--- config.mk ---
export PLATFORM = sky130hd
export DESIGN_NAME = decode_queue
export DESIGN_NICKNAME = d
export VERILOG_FILES = /design/src/rtl/decode_queue_pkg.sv /design/src/rtl/decode_queue_fields.sv /design/src/rtl/decode_queue.sv
export SDC_FILE = /design/constraint.sdc
export NUM_CORES = 1
export LEC_CHECK = 0
export BUFFER_PORTS_ARGS = -buffer_cell sky130_fd_sc_hd__clkbuf_2
export CORE_ASPECT_RATIO = 1.75
export CORE_MARGIN = 2
export CORE_UTILIZATION = 40
export DETAILED_ROUTE_END_ITERATION = 10
export PLACE_DENSITY_LB_ADDON = 0.08
export SLEW_MARGIN = 5
export SYNTH_ARGS = -nofsm -noshare
export SYNTH_HDL_FRONTEND = slang
export SYNTH_SLANG_ARGS = --single-unit
export TNS_END_PERCENT = 5
--- constraint.sdc ---
create_clock -name clk -period 3.6 [get_ports clk]
set_input_delay 0.72 -clock clk [delete_from_list [all_inputs] [get_ports clk]]
set_output_delay 0.72 -clock clk [all_outputs]
set_load 0.01 [all_outputs]
--- src/rtl/decode_queue_pkg.sv ---
// decode_queue_pkg: shared RV32I/RV64I base-opcode and funct constants for the
// decode stage, plus a small helper that recognises the OP_IMM shift funct3s.
// No ports; imported by decode_fields and decode_queue.
package decode_queue_pkg;

  // Major opcodes accepted by the decoder; anything else is flagged illegal.
  typedef enum logic [6:0] {
    OPC_LUI    = 7'b0110111,
    OPC_AUIPC  = 7'b0010111,
    OPC_JAL    = 7'b1101111,
    OPC_JALR   = 7'b1100111,
    OPC_BRANCH = 7'b1100011,
    OPC_LOAD   = 7'b0000011,
    OPC_STORE  = 7'b0100011,
    OPC_OP_IMM = 7'b0010011,
    OPC_OP     = 7'b0110011
  } opcode_e;

  // funct7 values legal for register-register OP.
  localparam logic [6:0] F7_BASE = 7'b0000000;
  localparam logic [6:0] F7_ALT  = 7'b0100000;

  // funct7 values legal for OP_IMM shifts (logical / arithmetic).
  localparam logic [6:0] F7_SHIFT_LOGICAL = 7'b0000000;
  localparam logic [6:0] F7_SHIFT_ARITH   = 7'b0100000;

  // OP_IMM funct3 codes that are shifts rather than ALU immediates.
  localparam logic [2:0] F3_SLLI = 3'b001;
  localparam logic [2:0] F3_SRXI = 3'b101;

  function automatic logic is_shift_f3(input logic [2:0] f3);
    return (f3 == F3_SLLI) || (f3 == F3_SRXI);
  endfunction

endpackage

--- src/rtl/decode_queue_fields.sv ---
// decode_fields: purely combinational field extraction for one instruction.
// Ports:
//   instr   in  32    raw instruction
//   rd/rs1/rs2 out 5  register addresses, zero where the format has none
//   funct3  out 3     zero for LUI/AUIPC/JAL
//   funct7  out 7     only for OP and OP_IMM shifts
//   imm     out XLEN  sign-extended immediate (zero-extended shamt for shifts)
//   illegal out 1     unsupported encoding; every other output is then 0
module decode_fields
  import decode_queue_pkg::*;
#(
  parameter int XLEN = 32
) (
  input  logic [31:0]     instr,
  output logic [4:0]      rd,
  output logic [4:0]      rs1,
  output logic [4:0]      rs2,
  output logic [2:0]      funct3,
  output logic [6:0]      funct7,
  output logic [XLEN-1:0] imm,
  output logic            illegal
);

  localparam logic IS_RV32 = (XLEN == 32);

  logic [4:0]  rd_s;
  logic [4:0]  rs1_s;
  logic [4:0]  rs2_s;
  logic [2:0]  funct3_s;
  logic [6:0]  funct7_s;
  logic [31:0] imm32_s;   // every immediate format fits in 32 bits sign-extended
  logic        bad_s;

  // Per-format field selection and legality check.
  always_comb begin
    rd_s     = 5'd0;
    rs1_s    = 5'd0;
    rs2_s    = 5'd0;
    funct3_s = 3'd0;
    funct7_s = 7'd0;
    imm32_s  = 32'd0;
    bad_s    = 1'b0;
    case (instr[6:0])
      OPC_LUI, OPC_AUIPC: begin
        rd_s    = instr[11:7];
        imm32_s = {instr[31:12], 12'd0};
      end
      OPC_JAL: begin
        rd_s    = instr[11:7];
        imm32_s = {{11{instr[31]}}, instr[31], instr[19:12], instr[20],
                   instr[30:21], 1'b0};
      end
      OPC_JALR, OPC_LOAD: begin
        rd_s     = instr[11:7];
        rs1_s    = instr[19:15];
        funct3_s = instr[14:12];
        imm32_s  = {{20{instr[31]}}, instr[31:20]};
      end
      OPC_BRANCH: begin
        rs1_s    = instr[19:15];
        rs2_s    = instr[24:20];
        funct3_s = instr[14:12];
        imm32_s  = {{19{instr[31]}}, instr[31], instr[7], instr[30:25],
                    instr[11:8], 1'b0};
      end
      OPC_STORE: begin
        rs1_s    = instr[19:15];
        rs2_s    = instr[24:20];
        funct3_s = instr[14:12];
        imm32_s  = {{20{instr[31]}}, instr[31:25], instr[11:7]};
      end
      OPC_OP_IMM: begin
        rd_s     = instr[11:7];
        rs1_s    = instr[19:15];
        funct3_s = instr[14:12];
        if (is_shift_f3(instr[14:12])) begin
          // RV32 keeps instr[25] in funct7 (it must be 0); RV64 uses it as shamt[5].
          if (IS_RV32) begin
            imm32_s  = {27'd0, instr[24:20]};
            funct7_s = instr[31:25];
          end else begin
            imm32_s  = {26'd0, instr[25:20]};
            funct7_s = {instr[31:26], 1'b0};
          end
          if (instr[14:12] == F3_SLLI) begin
            bad_s = (instr[31:26] != F7_SHIFT_LOGICAL[6:1]);
          end else begin
            bad_s = (instr[31:26] != F7_SHIFT_LOGICAL[6:1]) &&
                    (instr[31:26] != F7_SHIFT_ARITH[6:1]);
          end
          bad_s = bad_s || (IS_RV32 && instr[25]);
        end else begin
          imm32_s = {{20{instr[31]}}, instr[31:20]};
        end
      end
      OPC_OP: begin
        rd_s     = instr[11:7];
        rs1_s    = instr[19:15];
        rs2_s    = instr[24:20];
        funct3_s = instr[14:12];
        funct7_s = instr[31:25];
        bad_s    = (instr[31:25] != F7_BASE) && (instr[31:25] != F7_ALT);
      end
      default: begin
        bad_s = 1'b1;
      end
    endcase
  end

  // Illegal encodings carry no decoded fields.
  assign rd      = bad_s ? 5'd0 : rd_s;
  assign rs1     = bad_s ? 5'd0 : rs1_s;
  assign rs2     = bad_s ? 5'd0 : rs2_s;
  assign funct3  = bad_s ? 3'd0 : funct3_s;
  assign funct7  = bad_s ? 7'd0 : funct7_s;
  assign imm     = bad_s ? '0 : {{(XLEN-31){imm32_s[31]}}, imm32_s[30:0]};
  assign illegal = bad_s;

endmodule

--- src/rtl/decode_queue.sv ---
// decode_queue: decode stage with a DEPTH-entry FIFO between fetch and execute.
// Ports:
//   clk, rst_n          clock, asynchronous active-low reset
//   flush               synchronous queue clear (redirect), beats push/pop
//   in_valid/in_ready   fetch handshake; in_instr, in_pc accompany it
//   out_valid/out_ready consumer handshake on the head entry
//   out_pc, out_opcode, out_rd, out_rs1, out_rs2, out_funct3, out_funct7,
//   out_imm, out_illegal  decoded head entry, all 0 while out_valid=0
//   count               occupancy
module decode_queue
  import decode_queue_pkg::*;
#(
  parameter int XLEN  = 32,
  parameter int DEPTH = 2
) (
  input  logic                       clk,
  input  logic                       rst_n,
  input  logic                       flush,
  input  logic                       in_valid,
  output logic                       in_ready,
  input  logic [31:0]                in_instr,
  input  logic [XLEN-1:0]            in_pc,
  output logic                       out_valid,
  input  logic                       out_ready,
  output logic [XLEN-1:0]            out_pc,
  output logic [6:0]                 out_opcode,
  output logic [4:0]                 out_rd,
  output logic [4:0]                 out_rs1,
  output logic [4:0]                 out_rs2,
  output logic [2:0]                 out_funct3,
  output logic [6:0]                 out_funct7,
  output logic [XLEN-1:0]            out_imm,
  output logic                       out_illegal,
  output logic [$clog2(DEPTH+1)-1:0] count
);

  localparam int AW = $clog2(DEPTH);
  localparam int CW = $clog2(DEPTH + 1);
  localparam logic [CW-1:0] FULL_CNT = CW'(DEPTH);

  logic [4:0]      dec_rd_s;
  logic [4:0]      dec_rs1_s;
  logic [4:0]      dec_rs2_s;
  logic [2:0]      dec_funct3_s;
  logic [6:0]      dec_funct7_s;
  logic [XLEN-1:0] dec_imm_s;
  logic            dec_illegal_s;

  logic [XLEN-1:0] pc_mem_r     [DEPTH];
  logic [6:0]      opcode_mem_r [DEPTH];
  logic [4:0]      rd_mem_r     [DEPTH];
  logic [4:0]      rs1_mem_r    [DEPTH];
  logic [4:0]      rs2_mem_r    [DEPTH];
  logic [2:0]      funct3_mem_r [DEPTH];
  logic [6:0]      funct7_mem_r [DEPTH];
  logic [XLEN-1:0] imm_mem_r    [DEPTH];
  logic            illegal_mem_r[DEPTH];

  logic [AW-1:0] wr_ptr_r;
  logic [AW-1:0] rd_ptr_r;
  logic [CW-1:0] count_r;

  logic in_ready_s;
  logic out_valid_s;
  logic push_s;
  logic pop_s;

  decode_fields #(.XLEN(XLEN)) u_fields (
    .instr   (in_instr),
    .rd      (dec_rd_s),
    .rs1     (dec_rs1_s),
    .rs2     (dec_rs2_s),
    .funct3  (dec_funct3_s),
    .funct7  (dec_funct7_s),
    .imm     (dec_imm_s),
    .illegal (dec_illegal_s)
  );

  // in_ready depends only on local state and flush, never on out_ready.
  assign in_ready_s  = (count_r < FULL_CNT) && !flush;
  assign out_valid_s = (count_r != '0);
  assign push_s      = in_valid && in_ready_s;
  assign pop_s       = out_valid_s && out_ready;

  // Pointer and occupancy bookkeeping; flush clears everything next cycle.
  always_ff @(posedge clk or negedge rst_n) begin
    if (!rst_n) begin
      wr_ptr_r <= '0;
      rd_ptr_r <= '0;
      count_r  <= '0;
    end else if (flush) begin
      wr_ptr_r <= '0;
      rd_ptr_r <= '0;
      count_r  <= '0;
    end else begin
      if (push_s) begin
        wr_ptr_r <= wr_ptr_r + AW'(1);
      end
      if (pop_s) begin
        rd_ptr_r <= rd_ptr_r + AW'(1);
      end
      case ({push_s, pop_s})
        2'b10:   count_r <= count_r + CW'(1);
        2'b01:   count_r <= count_r - CW'(1);
        default: count_r <= count_r;
      endcase
    end
  end

  // Entry storage, written with the decoded fields on push.
  always_ff @(posedge clk or negedge rst_n) begin
    if (!rst_n) begin
      for (int i = 0; i < DEPTH; i++) begin
        pc_mem_r[i]      <= '0;
        opcode_mem_r[i]  <= 7'd0;
        rd_mem_r[i]      <= 5'd0;
        rs1_mem_r[i]     <= 5'd0;
        rs2_mem_r[i]     <= 5'd0;
        funct3_mem_r[i]  <= 3'd0;
        funct7_mem_r[i]  <= 7'd0;
        imm_mem_r[i]     <= '0;
        illegal_mem_r[i] <= 1'b0;
      end
    end else if (push_s) begin
      pc_mem_r[wr_ptr_r]      <= in_pc;
      opcode_mem_r[wr_ptr_r]  <= in_instr[6:0];
      rd_mem_r[wr_ptr_r]      <= dec_rd_s;
      rs1_mem_r[wr_ptr_r]     <= dec_rs1_s;
      rs2_mem_r[wr_ptr_r]     <= dec_rs2_s;
      funct3_mem_r[wr_ptr_r]  <= dec_funct3_s;
      funct7_mem_r[wr_ptr_r]  <= dec_funct7_s;
      imm_mem_r[wr_ptr_r]     <= dec_imm_s;
      illegal_mem_r[wr_ptr_r] <= dec_illegal_s;
    end
  end

  assign in_ready    = in_ready_s;
  assign out_valid   = out_valid_s;
  assign count       = count_r;
  // Head entry is masked to zero whenever the queue is empty.
  assign out_pc      = out_valid_s ? pc_mem_r[rd_ptr_r]      : '0;
  assign out_opcode  = out_valid_s ? opcode_mem_r[rd_ptr_r]  : 7'd0;
  assign out_rd      = out_valid_s ? rd_mem_r[rd_ptr_r]      : 5'd0;
  assign out_rs1     = out_valid_s ? rs1_mem_r[rd_ptr_r]     : 5'd0;
  assign out_rs2     = out_valid_s ? rs2_mem_r[rd_ptr_r]     : 5'd0;
  assign out_funct3  = out_valid_s ? funct3_mem_r[rd_ptr_r]  : 3'd0;
  assign out_funct7  = out_valid_s ? funct7_mem_r[rd_ptr_r]  : 7'd0;
  assign out_imm     = out_valid_s ? imm_mem_r[rd_ptr_r]     : '0;
  assign out_illegal = out_valid_s ? illegal_mem_r[rd_ptr_r] : 1'b0;

endmodule

==> run metrics <==
status completed; root buf cell clkbuf_16; Tcrit/Tclk final 78.6%; PD cells 517 mW/mm^2; std cell rows 73; Top FF cell, synth dfrtp_1; H-tree depth 4; Hold WC Path Type in -> async; CTS Buf Count 17; I/O pins 170; Clock transition at path regs 0.07 ns; post-layout util 48.7%; GRT overflow 0; Yosys reg bits 198; gr usage total 21.5%; Final Critical Period 2.83 ns; setup bufs post-CTS 0; final setup vio count 0; DR pass1 iterations 5; Distinct cells, synth 47; # DRC 0; yosys warns 0; number of buffers added on ports 169; antenna violations before repair 0; register area 0.00496 mm^2; Max-slew headroom 44.9%; Crit. End Element output pin; max incr delay on CP 0.77 ns; layout filler cell count 2,343; Mapped Cells 998; Mapped Nets 1,067; first-pass GRT wire length 40,500 um; CTS tree yes; hold_buf cts 0; fmax 0.354 GHz; max-slew violation count 0; crit path launch type register; ANT cells 0; WL final 25,400 um; worst-path maximum fanout 28; pin count of the biggest net entering global routing 83; Post-synth EDFFs 0; Synth Cell Area 0.00921 mm^2; Mapped Avg Cell Area 9.22 um^2; Setup TNS Final 0 ns; clk_skew 0.0107 ns; chip height 205 um; crit path kind reg -> out; Vias 7,467; vias in the first global route 7,449; Initial Utilization 40.6%; Area growth syn-to-layout 19.8%; worst slack, placed 0.877 ns; dpl cells 1,425; die width 119 um; Routed WL per cell 17.4 um; CP Cell Sequence buf_12 > mux2i_1 > nor2_1 > clkbuf_2; final instance count without filler cells 1,457; DRT iter0 DRCs 447; LEAKAGE 5.35 nW; final worst slack 0.772 ns; CP arrival 2.11 ns; Final Hold Viols 0; PostCTS Resize Cnt 0; Final ANT Viol Nets 0; GP Congestion 0.881; vias per cell 5.12; unrepaired setup endpoints after global routing false; max cap viols 0; Synth async-reset ratio 100%; CTS Buffer Depth 2; DIE AREA 0.0243 mm^2; Layout Nets 1,213; hpwl dp 17,500 um; Clk Latency, worst-skew pair 0.44 ns; Worst Path Required 2.88 ns; clock sink count 198; Worst Tran Pin Value 0.822 ns; layout cells sized above 1 20.5%; Slowest-stage cell, CP dfrtp_4; Max VDD drop 0.000255 V; register area share after synthesis 53.8%; Multi-input gate area 0.00399 mm^2; core area 0.0227 mm^2
==> cell usage after synthesis (2+ instances only) <==
cell / number / area, um^2
clkbuf_1: 26 / 97.6
a21oi_1: 29 / 145
a31oi_1: 3 / 18.8
mux2i_1: 98 / 981
inv_1: 6 / 22.5
o21ai_1: 2 / 10.0
or3_1: 2 / 12.5
o211a_1: 2 / 20.0
o22ai_1: 2 / 12.5
nand3_1: 12 / 60.1
nand2_1: 303 / 1140
o21a_1: 2 / 15.0
a221o_1: 16 / 160
nor2b_1: 7 / 43.8
nor2_2: 2 / 12.5
buf_1: 22 / 82.6
a32o_1: 10 / 100
nor3_1: 2 / 10.0
xor2_1: 2 / 17.5
nor2_1: 136 / 510
o31ai_1: 2 / 15.0
buf_2: 16 / 80.1
and2_1: 8 / 50.1
nand2b_1: 5 / 31.3
dfrtp_1: 198 / 4950
a22o_1: 16 / 140
a211oi_1: 2 / 15.0
o21ai_0: 48 / 240
==> stage by stage <==
| stage | power (mW) | hold WS [ns] | area, um^2 |
|---|---|---|---|
| 2_1_floorplan | 3.37 | 0.424 | 9210 |
| 3_3_place_gp | 3.75 | 0.457 | 10400 |
| 3_5_place_dp | 3.77 | 0.461 | 10400 |
| 4_1_cts | 5.79 | 0.335 | 11000 |
| 5_1_grt | 6.03 | 0.344 | 11000 |
| 6_report | 5.70 | 0.288 | 11000 |
==> sequential cells by signal (all words and copies together), names as in the netlist <==
signal and flops:
count 2, rs1_mem_r 10, rs2_mem_r 10, rd_ptr_r 1
rd_mem_r 10, illegal_mem_r 2, opcode_mem_r 14, imm_mem_r 64
funct3_mem_r 6, wr_ptr_r 1, funct7_mem_r 14, pc_mem_r 64
==> routing by layer <==
layer	global-route usage [%]	vias up	part of all wire (%)
li1	-	3614	-
met1	27.1	3640	42
met2	37.5	187	52
met3	3.70	26	4.0
met4	6.42	0	1.6
met5	0	-	0
==> report_power, final <==
group          total (mW)  switching (mW)  internal (mW)
Sequential           2.75           0.187           2.56
Clock                2.00           0.846           1.15
Combinational       0.959           0.579          0.380
==> cells in the final DEF (no fill, tap or decap), types with 3 or more instances in the layout <==
master	count
a21oi_1	29
and2_1	8
buf_12	3
clkbuf_8	4
dfrtp_1	197
clkbuf_16	17
nand3_1	12
a22o_1	16
clkinvlp_4	4
nor2b_1	7
nor2_1	135
nand2b_1	5
mux2i_1	98
o21ai_0	48
bufinv_16	3
buf_4	20
nand2_1	302
a31oi_1	3
a221o_1	16
a32o_1	10
inv_1	6
clkbuf_2	168
==> cells by family after synthesis <==
kind of cell              after synthesis  synth area share [%]
AOI/OAI and AO/OA                     142                  10.7
xor gates and xnor gates                2                 0.190
buffers and inverters                  71                  3.19
DFF                                   198                  53.8
muxes                                  98                  10.7
and+or+nand+nor                       487                  21.5
==> path summary, 6_finish.rpt <==
path,from,end,slack [ns],cells after the start
worst max-delay path,rd_ptr_r$_DFFE_PN0P_,out_imm[31],0.77,4
worst min-delay path,rst_n,pc_mem_r[57]$_DFFE_PN0P_,0.29,1
worst max register to register,count[1]$_DFFE_PN0P_,imm_mem_r[7]$_DFFE_PN0P_,1.32,5
worst min register to register,pc_mem_r[32]$_DFFE_PN0P_,pc_mem_r[32]$_DFFE_PN0P_,0.47,2
max in group asynchronous,rst_n,imm_mem_r[16]$_DFFE_PN0P_,2.46,2
min in group clk,pc_mem_r[32]$_DFFE_PN0P_,pc_mem_r[32]$_DFFE_PN0P_,0.47,2
==> final cells by class <==
| cell class | instances | share of cell area [%] |
|---|---|---|
| tap | 300 | 3.40 |
| inverter | 6 | 0.204 |
| multi-input combinational | 729 | 36.2 |
| clock inverter | 10 | 1.32 |
| sequential | 198 | 45.0 |
| clock buffer | 22 | 4.30 |
| timing repair buffer | 192 | 9.66 |
==> critical path: cells and delay by family, from the launching register on <==
kind,cells,cell delay [ns]
muxes,1,0.35
DFF,1,0.77
and+or+nand+nor,1,0.07
buffers and inverters,2,0.45
Power figures use the tool's default switching activity.
